--- src/rtl/memwb_pkg.sv ---
// Shared types for the MEM/WB stage register: FSM state encoding and the
// payload record carried from the memory stage to register-file write-back.
package memwb_pkg;

  localparam int unsigned XLEN_DEFAULT       = 32;
  localparam int unsigned REG_ADDR_W_DEFAULT = 5;

  typedef enum logic [1:0] {
    EMPTY,
    ONE,
    FULL
  } memwb_state_t;

  // 'do' is a reserved word, so the memory-data field is named mem_do.
  // The top re-declares this layout at its own parameter widths.
  typedef struct packed {
    logic                          wreg;
    logic                          m2reg;
    logic [REG_ADDR_W_DEFAULT-1:0] dest;
    logic [XLEN_DEFAULT-1:0]       r;
    logic [XLEN_DEFAULT-1:0]       mem_do;
  } memwb_payload_t;

endpackage

--- src/rtl/memwb_payload_reg.sv ---
// Reset-to-zero payload register with load enable; one instance per slot.
module memwb_payload_reg
  import memwb_pkg::*;
#(
  parameter int unsigned W = $bits(memwb_payload_t)
) (
  input  logic         clock,
  input  logic         reset,
  input  logic         load,
  input  logic [W-1:0] d,
  output logic [W-1:0] q
);

  always_ff @(posedge clock or posedge reset) begin
    if (reset) begin
      q <= '0;
    end else if (load) begin
      q <= d;
    end
  end

endmodule

--- src/rtl/memwb_stage_register.sv ---
// MEM/WB pipeline register with valid/ready handshake, one-entry skid buffer,
// synchronous flush, write-back data select and retired-write counter.
module memwb_stage_register #(
  parameter int unsigned XLEN       = 32,
  parameter int unsigned REG_ADDR_W = 5,
  parameter int unsigned CNT_W      = 32
) (
  input  logic                  clock,
  input  logic                  reset,
  input  logic                  flush,
  input  logic                  in_valid,
  output logic                  in_ready,
  input  logic                  in_wreg,
  input  logic                  in_m2reg,
  input  logic [REG_ADDR_W-1:0] in_dest,
  input  logic [XLEN-1:0]       in_r,
  input  logic [XLEN-1:0]       in_do,
  output logic                  out_valid,
  input  logic                  out_ready,
  output logic                  out_wreg,
  output logic                  out_m2reg,
  output logic [REG_ADDR_W-1:0] out_dest,
  output logic [XLEN-1:0]       out_r,
  output logic [XLEN-1:0]       out_do,
  output logic [XLEN-1:0]       out_wdata,
  output logic [CNT_W-1:0]      retire_count
);

  import memwb_pkg::*;

  typedef struct packed {
    logic                  wreg;
    logic                  m2reg;
    logic [REG_ADDR_W-1:0] dest;
    logic [XLEN-1:0]       r;
    logic [XLEN-1:0]       mem_do;
  } payload_t;

  localparam int unsigned PW = $bits(payload_t);

  memwb_state_t   state_q, state_d;
  payload_t       in_p, main_q, skid_q, main_d;
  logic           main_load, skid_load;
  logic           in_ready_q, in_ready_d;
  logic           accept_in, accept_out;
  logic [CNT_W-1:0] retire_q;

  assign in_p = '{wreg: in_wreg, m2reg: in_m2reg, dest: in_dest, r: in_r, mem_do: in_do};

  assign accept_in  = in_valid & in_ready_q;
  assign accept_out = out_valid & out_ready;

  memwb_payload_reg #(.W(PW)) u_main (
    .clock (clock),
    .reset (reset),
    .load  (main_load),
    .d     (main_d),
    .q     (main_q)
  );

  memwb_payload_reg #(.W(PW)) u_skid (
    .clock (clock),
    .reset (reset),
    .load  (skid_load),
    .d     (in_p),
    .q     (skid_q)
  );

  // in_ready is registered alongside the state so it never depends on out_ready.
  always_ff @(posedge clock or posedge reset) begin
    if (reset) begin
      state_q    <= EMPTY;
      in_ready_q <= 1'b1;
    end else begin
      state_q    <= state_d;
      in_ready_q <= in_ready_d;
    end
  end

  always_comb begin
    state_d = state_q;
    if (flush) begin
      state_d = EMPTY;
    end else begin
      unique case (state_q)
        EMPTY: if (accept_in) state_d = ONE;
        ONE: begin
          if (accept_in && !accept_out)      state_d = FULL;
          else if (!accept_in && accept_out) state_d = EMPTY;
        end
        FULL:    if (accept_out) state_d = ONE;
        default: state_d = EMPTY;
      endcase
    end
  end

  always_comb begin
    main_load  = 1'b0;
    skid_load  = 1'b0;
    main_d     = in_p;
    in_ready_d = (state_d != FULL);
    if (!flush) begin
      unique case (state_q)
        EMPTY: main_load = accept_in;
        ONE: begin
          main_load = accept_in & accept_out;
          skid_load = accept_in & ~accept_out;
        end
        FULL: begin
          main_load = accept_out;
          main_d    = skid_q;
        end
        default: ;
      endcase
    end
  end

  // A flush discards the main entry, so it is not counted even if WB is ready.
  always_ff @(posedge clock or posedge reset) begin
    if (reset) begin
      retire_q <= '0;
    end else if (accept_out && main_q.wreg && !flush) begin
      retire_q <= retire_q + CNT_W'(1);
    end
  end

  assign out_valid    = (state_q != EMPTY);
  assign in_ready     = in_ready_q;
  assign out_wreg     = main_q.wreg & out_valid;
  assign out_m2reg    = main_q.m2reg;
  assign out_dest     = main_q.dest;
  assign out_r        = main_q.r;
  assign out_do       = main_q.mem_do;
  assign out_wdata    = main_q.m2reg ? main_q.mem_do : main_q.r;
  assign retire_count = retire_q;

endmodule

--- config.mk ---
export PLATFORM = sky130hd
export DESIGN_NAME = memwb_stage_register
export DESIGN_NICKNAME = d
export VERILOG_FILES = /design/src/rtl/memwb_pkg.sv /design/src/rtl/memwb_payload_reg.sv /design/src/rtl/memwb_stage_register.sv
export SDC_FILE = /design/constraint.sdc
export NUM_CORES = 1
export LEC_CHECK = 0
export CORE_ASPECT_RATIO = 0.6
export CORE_MARGIN = 2
export CORE_UTILIZATION = 45
export CTS_CLUSTER_SIZE = 12
export DETAILED_ROUTE_END_ITERATION = 8
export PLACE_DENSITY = 0.76
export RECOVER_POWER = 50
export SLEW_MARGIN = 25
export SYNTH_ARGS = -nofsm -noshare
export SYNTH_HDL_FRONTEND = slang
export SYNTH_HIERARCHICAL = 1
export SYNTH_SLANG_ARGS = --single-unit
export TNS_END_PERCENT = 30
--- constraint.sdc ---
create_clock -name clock -period 2 [get_ports clock]
set_input_delay 0.2 -clock clock [delete_from_list [all_inputs] [get_ports clock]]
set_output_delay 0.2 -clock clock [all_outputs]
set_load 0.02 [all_outputs]
Yosys cells after proc, flatten, opt, wreduce, memory -nomap -nowiden
Index checks and enable logic that the tools add are counted.
{"block": "classes", "addsub": 1, "eq_ne": 3, "muxes": 13, "bitwise": 6, "n_reduce_logical": 9}
{"cell": "$mux W71", "n": 2}
{"cell": "$add A32 B1 Y32 const B", "n": 1}
{"cell": "$mux W32", "n": 1}
{"cell": "$mux W2", "n": 5}
{"cell": "$pmux W2 S3", "n": 1}
{"cell": "$and A1 B1 Y1", "n": 5}
{"cell": "$logic_and A1 B1 Y1", "n": 4}
{"cell": "$logic_not A1 Y1", "n": 3}
{"cell": "$mux W1", "n": 3}
{"cell": "$pmux W1 S3", "n": 1}
{"cell": "$eq A2 B1 Y1 const B", "n": 1}
{"cell": "$eq A2 B2 Y1 const B", "n": 1}
{"cell": "$logic_not A2 Y1", "n": 1}
{"cell": "$ne A2 B2 Y1 const B", "n": 1}
{"cell": "$reduce_bool A2 Y1", "n": 1}
{"cell": "$not A1 Y1", "n": 1}
{"block": "totals", "reg_bits": 177, "in_bits": 76, "out_inout_bits": 137}

Logic depth before layout (Yosys ltp)
Gate-level depths: netlist (run 1).
{"block": "depth", "depth_word": 8, "depth_mapped": 7}

Modules after synthesis
Netlist (run 1), hierarchy kept.
{"mod": "memwb_payload_reg", "n_inst": 2, "cells_each": 151, "area_per_inst_um2": 2994.1, "seq_area_each_um2": 1776.7}
{"mod": "memwb_stage_register", "n_inst": 1, "cells_each": 270, "area_per_inst_um2": 2955.3, "seq_area_each_um2": 877.1}

Worst setup path before layout (run 1)
Ideal clock, no wire load.
{"block": "synth_path", "path_type": "register -> register", "startpoint": "reg retire_q[0], in the netlist retire_count[0]", "endpoint": "reg retire_q[24], in the netlist retire_count[24]", "setup_ns": 0.080, "arrival_time_ns": 1.724, "slack_ns": 0.196, "stages_incl_launch_ff": 7, "path_cell_list": "dfrtp_1 -> ha_1 -> nand3_1 -> or4_4 -> buf_6 -> nor3b_2 -> xor2_1"}
{"block": "synth_between", "elab_chain_len": 1}
{"element": "from (decl)", "line": "memwb_stage_register.sv:46", "source": "logic [CNT_W-1:0] retire_q;"}
{"element": "from (signal assigned)", "line": "memwb_stage_register.sv:123", "source": "retire_q <= retire_q + CNT_W'(1);"}
{"element": "$add A32 B1 Y32", "line": "memwb_stage_register.sv:123"}
Every way passes these cells.
A chain may end at the register's enable or synchronous reset.

Worst setup path in the final report (run 1)
{"block": "layout_path", "startpoint": "reg u_main.q[69]", "endpoint": "out out_wdata[10]"}
{"block": "layout_between", "elab_chain_len": 1}
{"element": "from (decl)", "line": "memwb_payload_reg.sv:11", "source": "output logic [W-1:0] q"}
{"element": "from (signal assigned)", "line": "memwb_payload_reg.sv:16", "source": "q <= '0;"}
{"element": "from (signal assigned)", "line": "memwb_payload_reg.sv:18", "source": "q <= d;"}
{"element": "$mux W32", "line": "memwb_stage_register.sv:134", "source": "assign out_wdata = main_q.m2reg ? main_q.mem_do : main_q.r;"}
{"element": "to (decl)", "line": "memwb_stage_register.sv:25", "source": "output logic [XLEN-1:0] out_wdata,"}
Every way passes these cells.

==> results, run 1 <==
- The clock tree buffer depth is 2.
- The post-route antenna net violation count is 0.
- The critical path's slowest cell is sky130_fd_sc_hd__dfrtp_2.
- The most common library cell in the layout ignoring fill and taps is sky130_fd_sc_hd__dfrtp_1.
- The design draws roughly 0.012 W.
- The worst setup path is captured at an output port.
- The total via count after detailed routing is 5550.
- The type of the worst setup path is reg2out.
- The number of nets handed over by synthesis was ~650.
- TritonCTS built the clock tree.
- The share of the core filled with cells in the final layout is 62.6%.
- The maximum number of pins on one net before global-route repair is 41.
- Once the floorplan was initialized, standard cells occupied 46.4% of the core.
- In this run the standard cell core region covers 19300 sq um.
- The data arrival at the endpoint of the critical path is 1740 ps.
- The combined global-route utilization of all metal layers is 21.8%.
- The wire length on met2 is 9970 um.
- Walking the worst path, the cells encountered are buf_12 -> mux2_2 -> dlygate4sd2_1.
- Of the available clock period, the critical path in the final layout requires 97.0%.
- The clock-pin transition on the worst setup and hold timing paths is ~70 ps.
- During placement, the flow inserted port buffers numbering 212.
- The pre-antenna-repair detailed-routing pass consisted of 4 iterations.
- The first global-routing pass estimated 35100 um of wire.
- Along the worst path, the maximum fanout reaches 21.
- The number of antenna violations at the first check in global routing was 1.
- The final RePlAce weighted congestion is 0.791.
- Derived from the worst setup path, the maximum achievable clock frequency is 515 MHz.
- Once placement finished, the instance area stood at 11500 sq um.
- From synthesis to final layout, the design area changed by 34.9%.
- The cell sitting at the root of the clock tree is a sky130_fd_sc_hd__clkbuf_16.
- The layout has between 1000 and 1500 filler cells.
- The number of buffers added to fix hold violations after cts is 0.
- After floorplanning, the core was divided into 39 placement rows.
- For the worst setup path, the data required time is 1800 ps.
- The ratio of total power to cell area is 1030 nW/um^2.
- The flow ran to the end, and the final reports show no timing, DRC or antenna violations.
- The remaining global-route overflow is 0.
- The average detailed-routed wire length per instance is 20.4 um.
- At the end of the flow, the number of nets in the layout was 883.
- The number of buffers created by CTS is 17.
- For this block, wires on met1 add up to between 10000 and 15000 um.
- The max-cap violation count is 0.
- The overall routed net length is 22100 um.
- The H-tree depth reported by CTS is 4.
- The overall die area is 21100 sq um.
- On the final layout, the worst clock skew is 13.9 ps.
- For this run, the slowest stage of the critical path takes 440 ps.
- From left edge to right edge, the die measures 186 um.
- The combined buffer and inverter count along the critical path is 2.
- The cell leakage power is around 5.4 nW.
- The worst path in the final design needs a cycle of 1940 ps, including I/O delays and setup.
- The DRC violation total after the first TritonRoute iteration is between 200 and 300.
- In the routed layout, each cell is associated on average with a via count of 5.12.
- The cell area that synthesis handed to floorplanning was around 8900 sq um.
- The highest routed metal layer is met4.
- For this design, the sink count on the clock tree is between 150 and 200.
- The worst voltage drop across the vdd grid is 0.547 mV.
- The repair_antennas step left the layout with diodes totalling 0.
- Sequential elements use 49.5% of the synthesized area.
- Setup repair after global routing could not meet its margin everywhere.
- The class of the worst hold path is in2async.
- The sum of met3 wire segment lengths after detailed routing is 1150 um.
- The number of DRC violations after detailed routing is 0.
- The count of warnings emitted by yosys is 6.
- The number of synthesized register bits is 177.
- The HPWL after detailed placement is 15800 um.
- In this run the vertical extent of the chip is 113 um.
- The remaining max-slew budget at the tightest pin is 26.1%.
- The finished cells cover ~12000 sq um.
- The number of hold violations in the final report is 0.
- For the pin with the worst max-slew slack, the measured transition is between 1000 and 1500 ps.
- In this design, the largest share of critical-path delay is due to buffers and inverters.
- The critical path launch point type is a flop.
- The clock latency reported for the late side of the worst-skew pair is 430 ps.
- Timing analysis after detailed placement gives a worst setup slack of -24.8 ps.
- The library cells used most frequently in the layout, excluding fill and tap cells, are sky130_fd_sc_hd__dfrtp_1, sky130_fd_sc_hd__mux2_4, sky130_fd_sc_hd__clkdlybuf4s50_1.
- The worst path setup slack after routing is ~60 ps.
- The via count of the first global-routing pass is 6133.
- Setup violations remaining at the end of the flow were counted as 0.
- In this run the count of I/O pins placed on the die edge is 213.
- The count of mapped cells out of synthesis is between 500 and 600.
- The final count of pins violating max slew is 0.
- The average size of a mapped cell is between 15 and 20 sq um.
- Yosys mapped the design onto 37 distinct sky130hd cell types.
- The fraction of final layout cells sized beyond drive strength 1 is 40.2%.
==> flip-flops by register name, indices dropped and copies added (netlist names) <==
signal	count
retire_count	32
u_skid/q	71
in_ready	1
u_main/q	71
state_q	2
==> per-stage QoR <==
stage | std cells | TNS, ps | hold slack, ps
5_1_grt | 1085 | -7.43 | 159
3_3_place_gp | 1052 | 0 | 458
3_5_place_dp | 1052 | -99.2 | 466
6_report | 1085 | 0 | 160
2_1_floorplan | 572 | 0 | 266
4_1_cts | 1085 | -131 | 29.2
==> area by class of cell <==
type	count	area [sq um]	share of cell area, %
Multi-Input combinational cell	353	4120	34.1
Tap cell	266	333	2.76
Clock inverter	13	198	1.64
Timing Repair Buffer	247	2500	20.7
Clock buffer	19	443	3.67
Inverter	10	40.0	0.332
Sequential cell	177	4430	36.8
==> where the power goes <==
part           switching [W]  leakage [nW]  internal [W]
clock network        0.00147         0.309       0.00215
registers           0.000629          2.16       0.00437
logic                0.00156          2.89       0.00223
==> repair_timing <==
action                     CTS  global route
resized for setup           33             5
pin swaps                    0             2
setup buffers                1             0
setup endpoints to repair   33             5
==> worst paths after layout <==
kind,from,end,slack (ps),cells after the start
setup / recovery,u_main/q[69],out_wdata[10],60,3
hold / removal,reset,u_skid/q[70],160,2
setup reg to reg,retire_count[8],retire_count[31],110,4
hold reg to reg,retire_count[31],retire_count[31],460,1
max in group asynchronous,reset,u_main/q[38],500,3
min in group clock,in_r[21],u_skid/q[53],410,2
==> per-layer routing <==
layer / GRT usage, % / vias to the layer above
met1: 32.1 / 2864
met4: 5.62 / 0
li1: - / 2517
met2: 32.7 / 152
met5: 0 / -
met3: 4.96 / 17
==> synth_stat cells <==
library cell,number,area [sq um]
sky130_fd_sc_hd__a21oi_1,1,5.00
sky130_fd_sc_hd__a31oi_1,1,6.26
sky130_fd_sc_hd__and2_1,2,12.5
sky130_fd_sc_hd__and3_1,5,31.3
sky130_fd_sc_hd__and3b_1,2,17.5
sky130_fd_sc_hd__and4_1,9,78.8
sky130_fd_sc_hd__buf_1,4,15.0
sky130_fd_sc_hd__buf_12,14,280
sky130_fd_sc_hd__buf_2,8,40.0
sky130_fd_sc_hd__buf_6,3,33.8
sky130_fd_sc_hd__clkbuf_1,3,11.3
sky130_fd_sc_hd__dfrtp_1,176,4400
sky130_fd_sc_hd__dfstp_2,1,26.3
sky130_fd_sc_hd__ha_1,1,12.5
sky130_fd_sc_hd__inv_1,10,37.5
sky130_fd_sc_hd__mux2_2,106,1190
sky130_fd_sc_hd__mux2_4,140,2100
sky130_fd_sc_hd__mux2i_1,2,20.0
sky130_fd_sc_hd__nand2_1,7,26.3
sky130_fd_sc_hd__nand3_1,12,60.1
sky130_fd_sc_hd__nand3b_4,1,20.0
sky130_fd_sc_hd__nand4_1,7,43.8
sky130_fd_sc_hd__nor2_1,3,11.3
sky130_fd_sc_hd__nor2b_1,2,12.5
sky130_fd_sc_hd__nor3_1,5,25.0
sky130_fd_sc_hd__nor3_2,4,40.0
sky130_fd_sc_hd__nor3b_1,1,7.51
sky130_fd_sc_hd__nor3b_2,2,25.0
sky130_fd_sc_hd__nor4_1,3,18.8
sky130_fd_sc_hd__nor4_2,1,12.5
sky130_fd_sc_hd__o21ai_2,1,8.76
sky130_fd_sc_hd__o22a_1,1,8.76
sky130_fd_sc_hd__or2_2,1,6.26
sky130_fd_sc_hd__or3_1,1,6.26
sky130_fd_sc_hd__or4_4,1,11.3
sky130_fd_sc_hd__xnor2_1,17,149
sky130_fd_sc_hd__xor2_1,14,123
==> kinds of logic (layout without fill, tap and decap cells) <==
| kind of cell | count (synthesis) | count (layout) | share of synthesized area, % |
|---|---|---|---|
| buf+inv | 42 | 289 | 4.67 |
| simple gates | 69 | 69 | 5.22 |
| flops | 177 | 177 | 49.5 |
| fa+ha+maj | 1 | 1 | 0.140 |
| mux | 248 | 248 | 37.1 |
| xor+xnor | 31 | 31 | 3.04 |
| compound gates | 4 | 4 | 0.322 |
(Power assumes the default switching activity.)
==> run 2, diff against run 1 <==
--- a/config.mk
+++ b/config.mk
@@ -7,10 +7,10 @@
 export LEC_CHECK = 0
 export CORE_ASPECT_RATIO = 0.6
 export CORE_MARGIN = 2
-export CORE_UTILIZATION = 45
+export CORE_UTILIZATION = 40
 export CTS_CLUSTER_SIZE = 12
 export DETAILED_ROUTE_END_ITERATION = 8
-export PLACE_DENSITY = 0.76
+export PLACE_DENSITY = 0.69
 export RECOVER_POWER = 50
 export SLEW_MARGIN = 25
 export SYNTH_ARGS = -nofsm -noshare
==> results, run 2 (same netlist as run 1, synthesis figures left out) <==
- Setup slack on the worst reg-to-reg path comes out at 110 ps.
- The worst setup path is captured at an output port.
- The start point of the critical path is u_main/q[69].
- The worst setup path is of the reg2out kind.
- The layout net count is 881.
- In this run the worst setup path terminates at out_wdata[15].
- The kind of cell with the highest combined delay on the critical path is buffers and inverters.
- The average detailed-routed wire length per instance is 19.8 um.
- The combinational fraction of design power is 30.5%.
- The final count of pins violating max slew is 0.
- The required time of the worst setup path is 1800 ps.
- The minimum period implied by the final worst setup slack is 1930 ps.
- For this design, the slowest cell found on the critical path is sky130_fd_sc_hd__dfrtp_2.
- The DRC violation total after the first TritonRoute iteration is ~260.
- In this run the remaining antenna-violating nets after routing total 0.
- The die is 197 um wide.
- The CTS sink count is 177.
- The total core area is 22000 sq um.
- The top achievable clock speed is between 500 and 600 MHz.
- The via count of the first global-routing pass was 6230.
- The flow ran to the end, and the final reports show no timing, DRC or antenna violations.
- The worst setup path is launched from a flop.
- The sequential fraction of design power is between 40% and 50%.
- Dividing total power by cell area gives a power density of 1020 nW/um^2.
- The slew at the pin with the worst max-slew slack is 1100 ps.
- Along the worst path, the maximum fanout reaches 30.
- The clock group share of total power is about 29%.
- The count of endpoints failing setup in the final report is 0.
- After floorplanning, the core was divided into 42 placement rows.
- In the layout the commonest cells are sky130_fd_sc_hd__dfrtp_1, sky130_fd_sc_hd__mux2_4, sky130_fd_sc_hd__clkdlybuf4s50_1.
- The global-route wire length before repair is 35100 um.
- The number of buffers created by CTS is 17.
- The wire length on met2 is 9790 um.
- The depth of the worst register-to-register path is 6.
- Summed over all cells, the static leakage comes to 5.29 nW.
- The detailed router placed 5598 vias in this run.
- The critical path contains buffers and inverters numbering 2 combined.
- In this run the tool buffered the top-level ports with 212 buffer cells.
- In this run the number of cells on the critical path is 3.
- Between clock sinks in the finished design, the worst skew comes to 11.3 ps.
- The filler cells instantiated in the layout total 1814.
- The HPWL after detailed placement is roughly 15000 um.
- In the final layout, the share of cells above drive strength 1 is 40.1%.
- Adding up every negative setup slack in the final design gives 0 ps.
- The data arrival at the endpoint of the critical path is 1730 ps.
- Traced cell by cell, the critical path runs through buf_12 -> mux2_2 -> dlygate4sd2_1.
- Setup repair after global routing left no endpoint under its margin.
- Global routing finished with a remaining overflow of 0.
- The H-tree depth reported by CTS is 4.
- TritonCTS built the clock tree.
- The source of the worst register-to-register timing path is in_ready.
- The initial utilization of the core area, before any placement, comes to 40.6%.
- The congestion estimate from routability-driven global placement came to between 0.8 and 0.9.
- The net switching component of the power is 0.00357 W.
- For this block, wires on met1 add up to 10900 um.
- The floorplan step set the die height to 120 um.
- The internal cell power is 0.00869 W.
- Max-cap violations in this run came to 0.
- The completed layout was analyzed and its total power is 0.0123 W.
- The class of the worst hold path is in2reg.
- The number of buffers added to fix hold violations after cts is 0.
- The delay contributed by the slowest stage of the critical path is 380 ps.
- The total iterations of the first detailed-routing run is 4.
- The sum of met3 wire segment lengths after detailed routing is 889 um.
- The clock-pin transition on the worst setup and hold timing paths is 70 ps.
- The period utilization is 96.4%.
- The I/O pin total is 213.
- The number of gates given a new drive strength after cts is 34.
- Using the TritonRoute via totals, the vias-per-cell ratio works out to between 5 and 6.
- The number of hold violations in the final report is 0.
- The area growth from synthesis to layout is 34.4%.
- The clock tree buffer depth is 2.
- The switching share of power is 29.1%.
- Once layout is complete, the utilization of the core stands at 54.6%.
- The clock reaches the later pin of the worst-skew pair after 430 ps.
- In the post-route analysis, the smallest setup slack over all paths is roughly 70 ps.
- The endpoint identified for the worst register-to-register timing path is u_main/q[42].
- The remaining max-slew budget at the tightest pin is a little over a quarter.
- The most common library cell in the layout ignoring fill and taps is sky130_fd_sc_hd__dfrtp_1.
- The cell sitting at the root of the clock tree is a sky130_fd_sc_hd__clkbuf_16.
- Hold timing on the final database bottoms out at a slack of about 410 ps.
- The worst-case IR drop observed on VDD is 0.543 mV.
- Timing analysis after detailed placement gives a worst setup slack of -48.7 ps.
- Global routing consumed, over all layers together, 19.3% of the routing resources.
- For this run, design rule violations remaining after detail routing come to 0.
- The highest routed metal layer is met4.
- The number of antenna violations at the first check in global routing was 1.
- The die covers 23600 sq um.
- The number of setup buffers added after CTS is 0.
- Entering global routing, the biggest net connects between 70 and 80 pins.
- Wires add up to 21800 um.
run 2: cell types whose count changed in the layout (fill, tap and decap cells not counted), sizes merged, moves of 2 or more:
cell          delta
clkinvlp         +3
buf              -2
dlygate4sd2      +2
dlymetal6s2s     -2
inv              -2
run 2: how the worst min path moves through the flow:
stage / startpoint / end / slack, ps / cells past startpoint
after CTS: reset / u_main/q[19] / 200 / 2
after global placement: retire_count[31] / retire_count[31] / 460 / 1
after floorplan: flush / state_q[0] / 270 / 1
after global routing: in_r[21] / u_skid/q[53] / 390 / 2
final: in_do[6] / u_skid/q[6] / 410 / 2
after detailed placement: retire_count[31] / retire_count[31] / 460 / 1
run 2: metrics by stage:
stage	instances	instance area, sq um
6_report	1104	12000
5_1_grt	1104	12000
4_1_cts	1103	12100
3_5_place_dp	1071	11500
3_3_place_gp	1071	11500
2_1_floorplan	572	8940
run 2: power groups by stage:
stage               logic [W]  registers, W  clock network [W]
global placement      0.00392       0.00498                  0
finish                0.00373       0.00498            0.00355
detailed placement    0.00398       0.00502                  0
global route          0.00395       0.00510            0.00378
CTS                   0.00385       0.00499            0.00363
floorplan             0.00203       0.00524                  0
run 2: worst reg2reg max path, delay by kind of cell (launching register included):
family / cells / cell delay (ps)
AO/OA/AOI/OAI: 1 / 90
buffers and inverters: 1 / 290
flip-flops: 1 / 540
multiplexers: 1 / 360
AND/OR/NAND/NOR: 3 / 490
run 2: cell type report:
type	count	area (sq um)	share of cell area, %
clock inverter	13	183	1.52
inverter	10	40.0	0.333
timing repair buffer	245	2440	20.3
tap	286	358	2.98
multi-input combinational	353	4120	34.3
antenna	1	2.50	0.0208
sequential	177	4430	36.9
clock buffer	19	443	3.68
run 2: layer usage:
layer	GRT usage [%]	vias to the layer above
li1	-	2512
met1	27.7	2904
met2	29.6	164
met3	4.02	18
met4	5.69	0
met5	0	-
